## src/rtl/up_down_counter_mod.sv

```systemverilog
// Modulo up/down counter with run-time step, programmable limit, wrap/saturate,
// parallel load, negate and terminal-count pulse. Optional sticky flags: UP_DOWN_COUNTER_MOD_FLAGS_EN.
module up_down_counter_mod #(
  parameter int N      = 8,
  parameter int STEP_W = 4
) (
  input  logic              i_clk,
  input  logic              i_rst,
  input  logic              i_en,
  input  logic              i_up_down,
  input  logic              i_comp,
  input  logic              i_load,
  input  logic [N-1:0]      i_load_val,
  input  logic [STEP_W-1:0] i_step,
  input  logic [N-1:0]      i_limit,
  input  logic              i_sat,
`ifdef UP_DOWN_COUNTER_MOD_FLAGS_EN
  input  logic              i_clr_flags,
  output logic              o_ovf,
  output logic              o_unf,
`endif
  output logic [N-1:0]      o_y,
  output logic              o_tc,
  output logic              o_at_zero,
  output logic              o_at_limit
);

  localparam logic [N:0] ONE_X = {{N{1'b0}}, 1'b1};

  logic [N-1:0] r_y;
  logic         r_tc;
  logic [N-1:0] w_y_nxt;
  logic         w_tc_nxt;
  logic         w_up_evt;
  logic         w_dn_evt;
  logic [N:0]   w_y_x;
  logic [N:0]   w_lim_x;
  logic [N:0]   w_step_x;
  logic [N:0]   w_eff_x;
  logic [N:0]   w_sum_x;

  // Arithmetic is one bit wider than the counter so sums never overflow.
  always_comb begin
    w_y_x    = {1'b0, r_y};
    w_lim_x  = {1'b0, i_limit};
    w_step_x = {{(N+1-STEP_W){1'b0}}, i_step};
    if (w_step_x > w_lim_x) begin
      w_eff_x = w_lim_x;
    end else begin
      w_eff_x = w_step_x;
    end
    w_sum_x = w_y_x + w_eff_x;
  end

  // Next-state selection with priority load > comp > en.
  always_comb begin
    w_y_nxt  = r_y;
    w_tc_nxt = 1'b0;
    w_up_evt = 1'b0;
    w_dn_evt = 1'b0;
    if (i_load) begin
      if (i_load_val > i_limit) begin
        w_y_nxt = i_limit;
      end else begin
        w_y_nxt = i_load_val;
      end
    end else if (i_comp) begin
      w_y_nxt = ~r_y + {{(N-1){1'b0}}, 1'b1};
    end else if (i_en) begin
      if (w_eff_x == {(N+1){1'b0}}) begin
        w_y_nxt = r_y;
      end else if (r_y > i_limit) begin
        // Out of range: snap to the bound in the direction of travel.
        w_tc_nxt = 1'b1;
        if (i_up_down) begin
          w_y_nxt  = i_limit;
          w_dn_evt = 1'b1;
        end else begin
          w_y_nxt  = {N{1'b0}};
          w_up_evt = 1'b1;
        end
      end else if (!i_up_down) begin
        if (w_sum_x <= w_lim_x) begin
          w_y_nxt = w_sum_x[N-1:0];
        end else begin
          w_tc_nxt = 1'b1;
          w_up_evt = 1'b1;
          if (i_sat) begin
            w_y_nxt = i_limit;
          end else begin
            w_y_nxt = (w_sum_x - (w_lim_x + ONE_X)) ;
          end
        end
      end else begin
        if (w_eff_x <= w_y_x) begin
          w_y_nxt = (w_y_x - w_eff_x);
        end else begin
          w_tc_nxt = 1'b1;
          w_dn_evt = 1'b1;
          if (i_sat) begin
            w_y_nxt = {N{1'b0}};
          end else begin
            w_y_nxt = (w_y_x + w_lim_x + ONE_X - w_eff_x);
          end
        end
      end
    end else begin
      w_y_nxt = r_y;
    end
  end

  // Counter and terminal-count registers.
  always_ff @(posedge i_clk) begin
    if (i_rst) begin
      r_y  <= {N{1'b0}};
      r_tc <= 1'b0;
    end else begin
      r_y  <= w_y_nxt;
      r_tc <= w_tc_nxt;
    end
  end

`ifdef UP_DOWN_COUNTER_MOD_FLAGS_EN
  logic r_ovf;
  logic r_unf;

  // Sticky flags; a set event beats a coincident clear.
  always_ff @(posedge i_clk) begin
    if (i_rst) begin
      r_ovf <= 1'b0;
      r_unf <= 1'b0;
    end else begin
      r_ovf <= w_up_evt | (r_ovf & ~i_clr_flags);
      r_unf <= w_dn_evt | (r_unf & ~i_clr_flags);
    end
  end

  assign o_ovf = r_ovf;
  assign o_unf = r_unf;
`endif

  assign o_y        = r_y;
  assign o_tc       = r_tc;
  assign o_at_zero  = (r_y == {N{1'b0}});
  assign o_at_limit = (r_y == i_limit);

endmodule

```

## config.mk

```make
export PLATFORM = sky130hd
export DESIGN_NAME = up_down_counter_mod
export DESIGN_NICKNAME = d
export VERILOG_FILES = /design/src/rtl/up_down_counter_mod.sv
export SDC_FILE = /design/constraint.sdc
export NUM_CORES = 1
export LEC_CHECK = 0
export BUFFER_PORTS_ARGS = -buffer_cell sky130_fd_sc_hd__buf_2
export CAP_MARGIN = 25
export CORE_MARGIN = 8
export CORE_UTILIZATION = 55
export CTS_CLUSTER_SIZE = 10
export DETAILED_ROUTE_END_ITERATION = 7
export PLACE_DENSITY = 0.79
export SYNTH_ARGS = -nofsm -noshare
export SYNTH_HDL_FRONTEND = slang
export SYNTH_SLANG_ARGS = --single-unit
```

## constraint.sdc

```tcl
create_clock -name i_clk -period 5.4 [get_ports i_clk]
set_input_delay 0.54 -clock i_clk [delete_from_list [all_inputs] [get_ports i_clk]]
set_output_delay 0.54 -clock i_clk [all_outputs]
set_load 0.02 [all_outputs]
```

==> impl_metrics.toml <==
[final_layout]
num-nets-final = 609
final_common_cell = "ha_1"
drive_above_1_share_pct = 20.6
nFillCells = 520
multi_input_area_um2 = 2970
layout_common_cells = "ha_1 (58), inv_1 (40), buf_4 (39), buf_2 (37), nor2_1 (36)"
seq_area_um2 = 180
area_growth_syn_to_layout_pct = 17.0
num_antenna_cells = 0

[routing]
post_drt_wl_per_cell_um = 19.1
antenna_left = 0
drt_iter0_markers = 462
vias_per_cell = 6.52
drc = 0
dr.pass1.iters = 5
wirelength_mm = 11.2
vias = 3847

[floorplan]
die_y_um = 94.1
rows = 28
start_util_pct = 56.7
ios = 38
core_um2 = 5920
fp.dieW_um = 94.1
die_area_um2 = 8860

[synth]
synthCells = 440
synthDistinctLibCells = 82
synth_area_um2 = 3360
synth-edff-count = 0
synth_warnings = 0
ys_seq_area_share_pct = 5.37
async_flop_share_pct = 0
synth-seq-cells = 9
syn-mean-instance-area_um2 = 7.63
dominantRegCellSynth = "dfxtp_1"

[global_routing]
grt-ovfl-total = 0
antenna_found_initial = 0
grt_pass1_wl_mm = 18.2
grt_pass1_vias = 3743
grt_max_degree = 31
grt_usage_pct = 25.5

[worst_setup_path]
start_kind = "primary input"
worstPathMaxFanout = 8
worstPathRequired_ns = 5.52
reg2reg_from = "o_y[1]"
crit_start = "i_limit[4]"
critPathArrivalTime_ns = 5.26
worstSetupPathType = "primary input to flop"
crit_path_end_kind = "flop"

[power]
peakVddDrop_v = 0.000178
p_per_area_nw_per_um2 = 305
p_leak_nw = 1.88
power.total_mw = 1.20

[sta]
fmax_mhz = 195
relSlewSlack_pct = 49.1
fin_skew_ns = 0.00238
slew_violations = 0
hold_viol = 0
finalSetupViolCount = 0
fin_crit_ns = 5.14
worst_pin_slew_ns = 0.764
fin_setup_tns_ns = 0
period_share_pct = 95.2

[flow_run]
cap_violations = 0

[clock_network]
cts_tree = "built"
clockBufferDepth = 2
numCtsBuffers = 3
cts.sinks = 9
cts_hold_buf = 0
clk_pin_slew_ns = 0.05
cts_htree_levels = 1
clock_latency_ns = 0.24
cts-root-buf = "clkbuf_8"

[placement]
portBuffers = 37
hpwl_mm = 9.16
place_congestion = 0.997

[hold_path]
hold_class = "primary input to flop"
hp-start = "i_rst"

[status]
status = "finished clean"
-- kinds of logic after synthesis --
kind of cell	after synthesis	share of synthesized area (%)
mux	5	1.60
simple gates	135	20.5
xor+xnor	26	6.78
fa+ha+maj	66	26.2
compound gates	144	31.5
flops	9	5.37
buf+inv	53	7.90
other cells	2	0.224
-- metal layers --
| metal | global-route usage [%] | share of wire (%) |
|---|---|---|
| met5 | 0 | 0 |
| met4 | 9.78 | 3.1 |
| met3 | 5.12 | 11 |
| met2 | 40.7 | 44 |
| met1 | 32.6 | 41 |
-- area by class of cell --
cell class | instances | area share, %
Clock buffer | 4 | 1.15
Tap cell | 75 | 2.39
Inverter | 41 | 3.92
Timing Repair Buffer | 77 | 12.5
Multi-Input combinational cell | 384 | 75.5
Sequential cell | 9 | 4.59
-- cell usage after synthesis (all sizes together) (5+ instances only) --
cell    count  area, um2
ha         59        738
clkbuf      5       38.8
o211ai      6       45.0
nand2      32        120
buf         6       63.8
o21ai      35        175
dfxtp       9        180
nand3       7       35.0
nor4        7       43.8
a31oi       7       50.1
a21o        8       60.1
nor2       36        135
nor2b       5       31.3
xor2        7       61.3
nor3       15       75.1
and3        5       35.0
inv        41        154
a211oi      8       75.1
xnor2      19        166
a21oi      22        114
fa          7        140
-- final timing paths --
kind	slack (ns)	cells after the start	to
worst max register to register	0.94	14	o_y[6]
worst max-delay path	0.26	21	o_y[6]
worst min-delay path	0.51	2	o_y[4]
worst min register to register	0.76	3	o_y[2]
-- flip-flops by register name, summed over array words and instances (netlist names) --
signal,cells
o_y,8
o_tc,1
-- timing repair --
action	in CTS	in global routing
endpoints found under the setup margin	0	9
gates resized for setup	0	9
hold endpoints to repair	0	0
buffers inserted	0	1
-- stage by stage --
| step | cells | setup WS [ns] | cell area (um2) | hold slack [ns] | utilization (%) |
|---|---|---|---|---|---|
| 3_5_place_dp | 585 | -0.169 | 3840 | 0.727 | 64.9 |
| 6_report | 590 | 0.259 | 3930 | 0.513 | 66.3 |
| 4_1_cts | 589 | 0.0806 | 3890 | 0.515 | 65.6 |
| 5_1_grt | 590 | -0.0404 | 3930 | 0.518 | 66.3 |
| 3_3_place_gp | 585 | 0.0452 | 3840 | 0.713 | 64.9 |
| 2_1_floorplan | 446 | 0.165 | 3380 | 0.612 | - |
-- critical path, stage by stage --
cell	delay [ns]
buf_2	0.11
nor4_1	0.30
buf_4	0.20
nand2_1	0.06
o21bai_2	0.24
o21ai_0	0.25
ha_2	0.23
inv_1	0.05
fa_1	0.38
nand2b_2	0.20
a21oi_2	0.18
a221o_1	0.22
xnor2_1	0.17
ha_1	0.31
a21o_1	0.22
a221oi_2	0.24
a211oi_2	0.12
a2111oi_4	0.34
mux2_2	0.41
a2111oi_4	0.37
a211oi_2	0.11
-- power by group --
group / switching [mW] / internal, mW
Combinational: 0.556 / 0.453
Clock: 0.0333 / 0.0521
Sequential: 0.0241 / 0.0773
Total: 0.614 / 0.583
Power figures use the tool's default switching activity.
